## config.mk

```make
export PLATFORM = sky130hd
export DESIGN_NAME = pc_sequencer
export DESIGN_NICKNAME = d
export VERILOG_FILES = /design/src/rtl/pc_sequencer.sv
export SDC_FILE = /design/constraint.sdc
export NUM_CORES = 1
export LEC_CHECK = 0
export ABC_AREA = 1
export BUFFER_PORTS_ARGS = -buffer_cell sky130_fd_sc_hd__clkbuf_2
export CORE_UTILIZATION = 45
export DETAILED_ROUTE_END_ITERATION = 12
export PLACE_DENSITY = 0.79
export SYNTH_ARGS = -nofsm -noshare
export SYNTH_HDL_FRONTEND = slang
export SYNTH_SLANG_ARGS = --single-unit
```

## constraint.sdc

```tcl
create_clock -name clk -period 5.8 [get_ports clk]
set_input_delay 1.16 -clock clk [delete_from_list [all_inputs] [get_ports clk]]
set_output_delay 1.16 -clock clk [all_outputs]
set_load 0.02 [all_outputs]
```

## src/rtl/pc_sequencer.sv

```systemverilog
// Program-counter and fetch sequencer for the MIPS demo datapath.
// Each instruction passes through FETCH/DECODE/EXEC. A jump to its own address halts the sequencer.
module pc_sequencer #(
  parameter logic [7:0]  RESET_PC = 8'h00,
  parameter int unsigned BR_OFF_W = 4
) (
  input  logic       clk,
  input  logic       reset,
  input  logic       run,
  input  logic       stall,
  input  logic [7:0] instruction,
  input  logic       jump,
  input  logic       branch,
  input  logic [7:0] acc,
  output logic [7:0] pc,
  output logic [1:0] phase,
  output logic       pc_valid,
  output logic       halted,
  output logic [7:0] retired
);

  typedef enum logic [1:0] {
    IDLE   = 2'b00,
    FETCH  = 2'b01,
    DECODE = 2'b10,
    EXEC   = 2'b11
  } state_e;

  state_e     state_q, state_d;
  logic [7:0] pc_q, pc_d;
  logic [7:0] instr_q, instr_d;
  logic [7:0] retired_q, retired_d;
  logic       halted_q, halted_d;
  logic       pc_valid_q;

  logic [7:0]                 seq_pc, jump_tgt, br_tgt, br_off;
  logic signed [BR_OFF_W-1:0] off_raw;
  logic                       unused_instr;

  assign off_raw      = instr_q[BR_OFF_W-1:0];
  assign br_off       = 8'(off_raw);
  assign seq_pc       = pc_q + 8'd1;
  assign br_tgt       = seq_pc + br_off;
  assign jump_tgt     = {pc_q[7:6], instr_q[5:0]};
  assign unused_instr = ^instr_q[7:6];

  always_comb begin
    state_d   = state_q;
    pc_d      = pc_q;
    instr_d   = instr_q;
    retired_d = retired_q;
    halted_d  = halted_q;
    case (state_q)
      IDLE: begin
        // HALT shares the IDLE encoding; only reset can clear halted_q.
        if (!halted_q && run) state_d = FETCH;
      end
      FETCH: begin
        if (!stall) state_d = DECODE;
      end
      DECODE: begin
        if (!stall) begin
          instr_d = instruction;
          state_d = EXEC;
        end
      end
      EXEC: begin
        if (!stall) begin
          if (retired_q != 8'hFF) retired_d = retired_q + 8'd1;
          if (jump && (jump_tgt == pc_q)) begin
            halted_d = 1'b1;
            state_d  = IDLE;
          end else begin
            if (jump)                          pc_d = jump_tgt;
            else if (branch && (acc == 8'h00)) pc_d = br_tgt;
            else                               pc_d = seq_pc;
            state_d = run ? FETCH : IDLE;
          end
        end
      end
      default: state_d = IDLE;
    endcase
  end

  always_ff @(posedge clk or negedge reset) begin
    if (!reset) begin
      state_q    <= IDLE;
      pc_q       <= RESET_PC;
      instr_q    <= 8'h00;
      retired_q  <= 8'h00;
      halted_q   <= 1'b0;
      pc_valid_q <= 1'b0;
    end else begin
      state_q    <= state_d;
      pc_q       <= pc_d;
      instr_q    <= instr_d;
      retired_q  <= retired_d;
      halted_q   <= halted_d;
      pc_valid_q <= (state_d == FETCH);
    end
  end

  assign pc       = pc_q;
  assign phase    = state_q;
  assign pc_valid = pc_valid_q;
  assign halted   = halted_q;
  assign retired  = retired_q;

endmodule

```

==> run_results.csv, run 1 <==
group,metric,value,unit
global_routing,antenna_found_initial,0,
power_and_ir_drop,powerDensity,555,nW/µm²
synthesis,ys_ff_latch,26,
sta,timing.fmax,419,MHz
final_layout,fillers,395,
synthesis,synth_most_common_cell,"nand2_1",
hold_path,hold_class,"reg -> reg",
critical_path,worstPathMaxFanout,6,
cts,cts-resized-gates,0,
final_layout,area.growth.synth_to_final,15.5,%
global_routing,globalRouteOverflowTotal,0,
routing,drt-wirelength-per-cell,11.4,µm
sta,tightestPinTransition,0.633,ns
synthesis,yosys-top-cells-count,"nand2_1, inv_1, nor2_1",
cts,cts-root-buf,"clkbuf_8",
sta,rsz0062_at_grt,"no",
synthesis,synth_area_leader_cell,"dfrtp_1",
power_and_ir_drop,power,1220,µW
critical_path,r2r_slack,3.41,ns
global_routing,grt.met2_usage,0.334,
cts,hold_buffers,0,
cts,clkSinkCount,26,
synthesis,synth-seq-area-share,0.341,
routing,via_count,1781,
synthesis,yosysUniqueCellTypes,29,
critical_path,startpoint_type,"flip-flop",
floorplan,fp.dieH,67.1,µm
hold_path,whs_path_depth,1,
sta,fin_tns_setup,0,ns
synthesis,synth_edf_count,0,
sta,setup_viol,0,
synthesis,syn_area_per_cell,7.18,µm²
global_routing,grtUsageMet3,0.0152,
cts,clkTransAtPathRegs,0.09,ns
final_layout,fin_nets,339,
power_and_ir_drop,irDropWorstVdd,0.000272,V
routing,drtPass1Iterations,5,
cts,cts_tree,"built",
run_status,outcome,"completed",
cts,numCtsBuffers,3,
power_and_ir_drop,power_leakage,0.00122,µW
routing,routed_wl,4060,µm
routing,vias_per_cell,5.02,
synthesis,async_flop_share,1.00,
critical_path,endpoint_kind,"flip-flop",
place,place_inst,351,
place,portBuffers,39,
sta,finClkSkew,0.00658,ns
global_routing,grt_use_total,0.193,
floorplan,io_pins,42,
final_layout,postLayoutCellArea,2200,µm²
cts,clk_latency,0.27,ns
place,placed_area,2130,µm²
sta,hold_viol_final,0,
routing,drc,0,
synthesis,yosysTopAreaCellShare,0.341,
cts,htreeDepth,1,
final_layout,drive_above_1_share,0.197,
floorplan,die-area,4510,µm²
critical_path,r2r_cells,14,
synthesis,yosys-top-cells-area,"dfrtp_1, nand2_1, inv_1",
global_routing,use_met1,0.260,
global_routing,grt_pass1_wl,6620,µm
routing,ant_nets,0,
critical_path,crit_type,"reg -> reg",
floorplan,initial_core_util,0.474,
global_routing,grt-busiest-layer,"met2",
cts,post_cts_buffers,0,
critical_path,required,5.97,ns
final_layout,fin_cells,355,
synthesis,synthesis.instances,266,
sta,timing.final.crit_period,2.39,ns
place,gp_congestion,0.841,
synthesis,synthesis.area,1910,µm²
sta,maxSlewViolCount,0,
sta,period_share,0.411,
global_routing,grt_max_degree,27,
synthesis,synth_ff_type,"dfrtp_1",
floorplan,core,4030,µm²
routing,drt_iter0_markers,61,
critical_path,worstPathArrival,2.55,ns
synthesis,syn_nets,299,
floorplan,std_cell_rows,23,
synthesis,ys_warn_count,0,
sta,timing.slew.headroom,0.578,
flow_run,maxCapViolations,0,
cts,cts_buffer_depth,2,
place,dp_hpwl,3230,µm
final_layout,antenna_cells,0,
sta,hold_slack,0.505,ns
floorplan,dieWidth,67.1,µm
global_routing,grt_pass1_vias,1546,
final timing paths:
check	startpoint	endpoint
worst max register to register	pc[1]$_DFFE_PN0P_	pc[7]$_DFFE_PN0P_
worst min register to register	retired[6]$_DFFE_PN0P_	retired[6]$_DFFE_PN0P_
min in group asynchronous	reset	retired[4]$_DFFE_PN0P_
worst max-delay path	pc[1]$_DFFE_PN0P_	pc[7]$_DFFE_PN0P_
worst min-delay path	retired[6]$_DFFE_PN0P_	retired[6]$_DFFE_PN0P_
max in group asynchronous	reset	instr_q[5]$_DFFE_PN0P_
registers in the layout, summed over array words and instances, names as in the netlist:
signal,flops
instr_q,6
pc_valid,1
halted,1
pc,8
phase,2
retired,8
per-layer routing:
metal / wire, µm / share of wire / vias up
met5: 0 / 0 / -
met4: 34 / 0.0084 / 0
met3: 112 / 0.028 / 6
met2: 2000 / 0.49 / 37
met1: 1920 / 0.47 / 821
li1: - / - / 917
stage by stage:
step	worst slack, ns	util
finish	3.41	0.547
global route	3.10	0.547
CTS	3.40	0.547
detailed placement	3.40	0.530
global placement	3.44	0.530
floorplan	3.52	-
layout by cell type (no fill, tap or decap), types with 3 or more instances in the layout:
cell,instances
a21oi_1,15
clkbuf_2,39
clkbuf_8,3
dfrtp_1,26
ha_1,10
inv_1,36
nand2_1,74
nand3_1,22
nand3b_1,3
nand4_1,5
nor2_1,28
nor2_2,3
o21ai_0,9
xnor2_1,5
xor2_1,8
cell type report:
| cell class | instances | area [µm²] | area share |
|---|---|---|---|
| sequential | 26 | 651 | 0.295 |
| inverter | 38 | 144 | 0.0653 |
| timing repair buffer | 39 | 195 | 0.0885 |
| multi-input combinational | 198 | 1080 | 0.490 |
| clock inverter | 1 | 30.0 | 0.0136 |
| tap | 50 | 62.6 | 0.0284 |
| clock buffer | 3 | 41.3 | 0.0187 |
worst max-delay path: stages (launching register included):
cell,delay (ns)
dfrtp_1,0.46
ha_1,0.22
nand3_1,0.11
nand3b_1,0.20
xor2_1,0.18
inv_1,0.07
ha_1,0.32
nand2_1,0.10
inv_1,0.04
a21oi_1,0.18
nand3_1,0.12
nand3_1,0.11
nand2_1,0.06
nand3_1,0.07
nand2_1,0.05
cell families (layout without fill, tap and decap cells):
| family | Yosys count | after routing | share of synthesized area |
|---|---|---|---|
| simple gates | 147 | 147 | 0.355 |
| buf+inv | 42 | 81 | 0.0930 |
| compound gates | 27 | 27 | 0.0754 |
| flops | 26 | 26 | 0.341 |
| xor+xnor | 13 | 13 | 0.0596 |
| fa+ha+maj | 11 | 11 | 0.0760 |
power breakdown:
| group | total [µW] | switching (µW) | internal (µW) |
|---|---|---|---|
| Clock | 147 | 54.8 | 92.3 |
| Combinational | 735 | 455 | 280 |
| Sequential | 342 | 95.0 | 247 |
| Total | 1220 | 605 | 619 |
Note: power is estimated with default switching activity, not from simulation.
==> inputs of run 2 (changes only) <==
==> constraint.sdc (replaced) <==
create_clock -name clk -period 2.4 [get_ports clk]
set_input_delay 0.48 -clock clk [delete_from_list [all_inputs] [get_ports clk]]
set_output_delay 0.48 -clock clk [all_outputs]
set_load 0.02 [all_outputs]
==> run 2 against run 1 <==
Via count is 1.3% lower. Utilization is 1.7 points higher. Clock-buffer cell count unchanged. Largest power group unchanged. Final area rose by 3.1%. Global-route usage rose by 0.22 points. Die area unchanged. Critical endpoint unchanged. Flip-flop and latch count did not move.
==> run_results.csv, run 2 (synthesis results as in run 1) <==
group,metric,value,unit
routing,vias_per_cell,4.90,
sta,hold_slack,0.213,ns
floorplan,initial_core_util,0.474,
final_layout,area.growth.synth_to_final,19.0,%
power_and_ir_drop,power.net_switching,1510,µW
final_layout,final_common_cell,"nand2_1",
routing,via_count,1758,
floorplan,fp.dieH,67.1,µm
cts,cts-root-buf,"clkbuf_8",
cts,numCtsBuffers,3,
routing,ant_nets,0,
power_and_ir_drop,power_leakage,0.00124,µW
sta,timing.fmax,455,MHz
place,portBuffers,39,
sta,setup_ws,0.203,ns
routing,drt-wirelength-per-cell,11.3,µm
sta,maxSlewViolCount,0,
critical_path,worstPathArrival,2.36,ns
cts,clk_latency,0.27,ns
global_routing,antenna_found_initial,0,
critical_path,critPathBufInv,1,
power_and_ir_drop,netSwitchingFraction,0.489,
sta,hold_viol_final,0,
floorplan,die-area,4510,µm²
place,gp_congestion,0.847,
final_layout,fin_nets,343,
critical_path,worst_path_most_repeated_cell,"nand2_1",
sta,timing.slew.headroom,0.580,
critical_path,crit_type,"reg -> reg",
routing,routed_wl,4050,µm
run_status,outcome,"completed",
sta,fin_tns_setup,0,ns
critical_path,r2r_slack,0.20,ns
hold_path,hold_class,"in -> async",
power_and_ir_drop,powerDensity,1360,nW/µm²
flow_run,maxCapViolations,0,
critical_path,worstPathMaxFanout,4,
sta,rsz0062_at_grt,"yes",
sta,finClkSkew,0.00495,ns
critical_path,endpoint_kind,"flip-flop",
sta,timing.final.crit_period,2.20,ns
final_layout,layout_common_cells,"nand2_1, clkbuf_2, inv_1",
critical_path,path_cells,"ha_2 > nand3_2 > nand3b_1 > xor2_1 > inv_1 > ha_4 > nand2_4 > nor2_2 > nand3_1 > nand2_1 > nand2_1 > nand3_1 > nand2_1 > nand3_1 > nand2_1",
power_and_ir_drop,intPower,1580,µW
critical_path,required,2.57,ns
global_routing,grt_use_total,0.195,
cts,htreeDepth,1,
cts,clkSinkCount,26,
final_layout,drive_above_1_share,0.233,
global_routing,grt_max_degree,27,
cts,cts_tree,"built",
sta,setup_viol,0,
floorplan,io_pins,42,
floorplan,std_cell_rows,23,
final_layout,fillers,391,
critical_path,slowest_stage,"dfrtp_1",
final_layout,antenna_cells,0,
cts,cts_buffer_depth,2,
floorplan,core,4030,µm²
power_and_ir_drop,irDropWorstVdd,0.000665,V
routing,drc,0,
critical_path,critPathMaxStageDelay,0.39,ns
routing,drt_iter0_markers,62,
place,dp_hpwl,3200,µm
final_layout,utilization,0.564,
cts,clkTransAtPathRegs,0.09,ns
global_routing,globalRouteOverflowTotal,0,
cts,hold_buffers,0,
sta,period_share,0.915,
power_and_ir_drop,pwr-share-seq,0.258,
global_routing,grt_pass1_wl,6780,µm
power_and_ir_drop,pwr-share-clk,0.114,
routing,drtPass1Iterations,4,
floorplan,dieWidth,67.1,µm
place,dp_slack,0.106,ns
critical_path,crit_family,"simple AND/OR/NAND/NOR gates",
sta,tightestPinTransition,0.630,ns
power_and_ir_drop,combinationalPowerShare,0.628,
critical_path,startpoint_type,"flip-flop",
global_routing,grt_pass1_vias,1618,
==> run 2: cell count changes in the layout (fill, tap and decap cells not counted), sizes merged <==
cell,change
buf,+4
==> run 2: power by group through the flow <==
stage | Clock (µW) | Combinational, µW | Sequential, µW
after CTS | 362 | 1830 | 786
after detailed placement | 0 | 1820 | 795
after global placement | 0 | 1760 | 794
final | 353 | 1940 | 796
after global routing | 381 | 2190 | 823
after floorplan | 0 | 1300 | 893
==> run 2: area by class of cell <==
type | instances | area, µm² | area share
clock inverters | 1 | 30.0 | 0.0132
flip-flops and latches | 26 | 652 | 0.287
well taps | 50 | 62.6 | 0.0275
clock buffers | 3 | 41.3 | 0.0182
repair buffers | 43 | 225 | 0.0991
inverters | 38 | 144 | 0.0633
multi-input cells | 198 | 1120 | 0.492
==> run 2: timing repair <==
item                                    4_1_cts  5_1_grt
gates resized for setup                       0        9
endpoints found under the setup margin        0        1
setup buffers                                 0        2
==> run 2: routing by layer <==
layer | vias to the layer above | part of all wire | track usage
met5 | - | 0 | 0
met4 | 0 | 0.011 | 0.0638
met3 | 4 | 0.036 | 0.0186
met2 | 40 | 0.47 | 0.326
met1 | 787 | 0.48 | 0.264
li1 | 927 | - | -
==> run 2: final timing paths <==
path,from,cells after the start,endpoint
worst max-delay path,pc[0]$_DFFE_PN0P_,15,pc[7]$_DFFE_PN0P_
worst min-delay path,reset,1,pc[6]$_DFFE_PN0P_
worst max register to register,pc[0]$_DFFE_PN0P_,15,pc[7]$_DFFE_PN0P_
worst min register to register,retired[6]$_DFFE_PN0P_,1,retired[6]$_DFFE_PN0P_
max in group asynchronous,reset,1,pc[2]$_DFFE_PN0P_
min in group clk,run,3,phase[0]$_DFF_PN0_
==> run 2: stage by stage <==
step / total power [µW] / cells / cell area [µm²]
3_3_place_gp: 2550 / 353 / 2150
5_1_grt: 3400 / 359 / 2270
4_1_cts: 2980 / 357 / 2220
3_5_place_dp: 2610 / 353 / 2150
2_1_floorplan: 2190 / 266 / 1910
6_report: 3090 / 359 / 2270
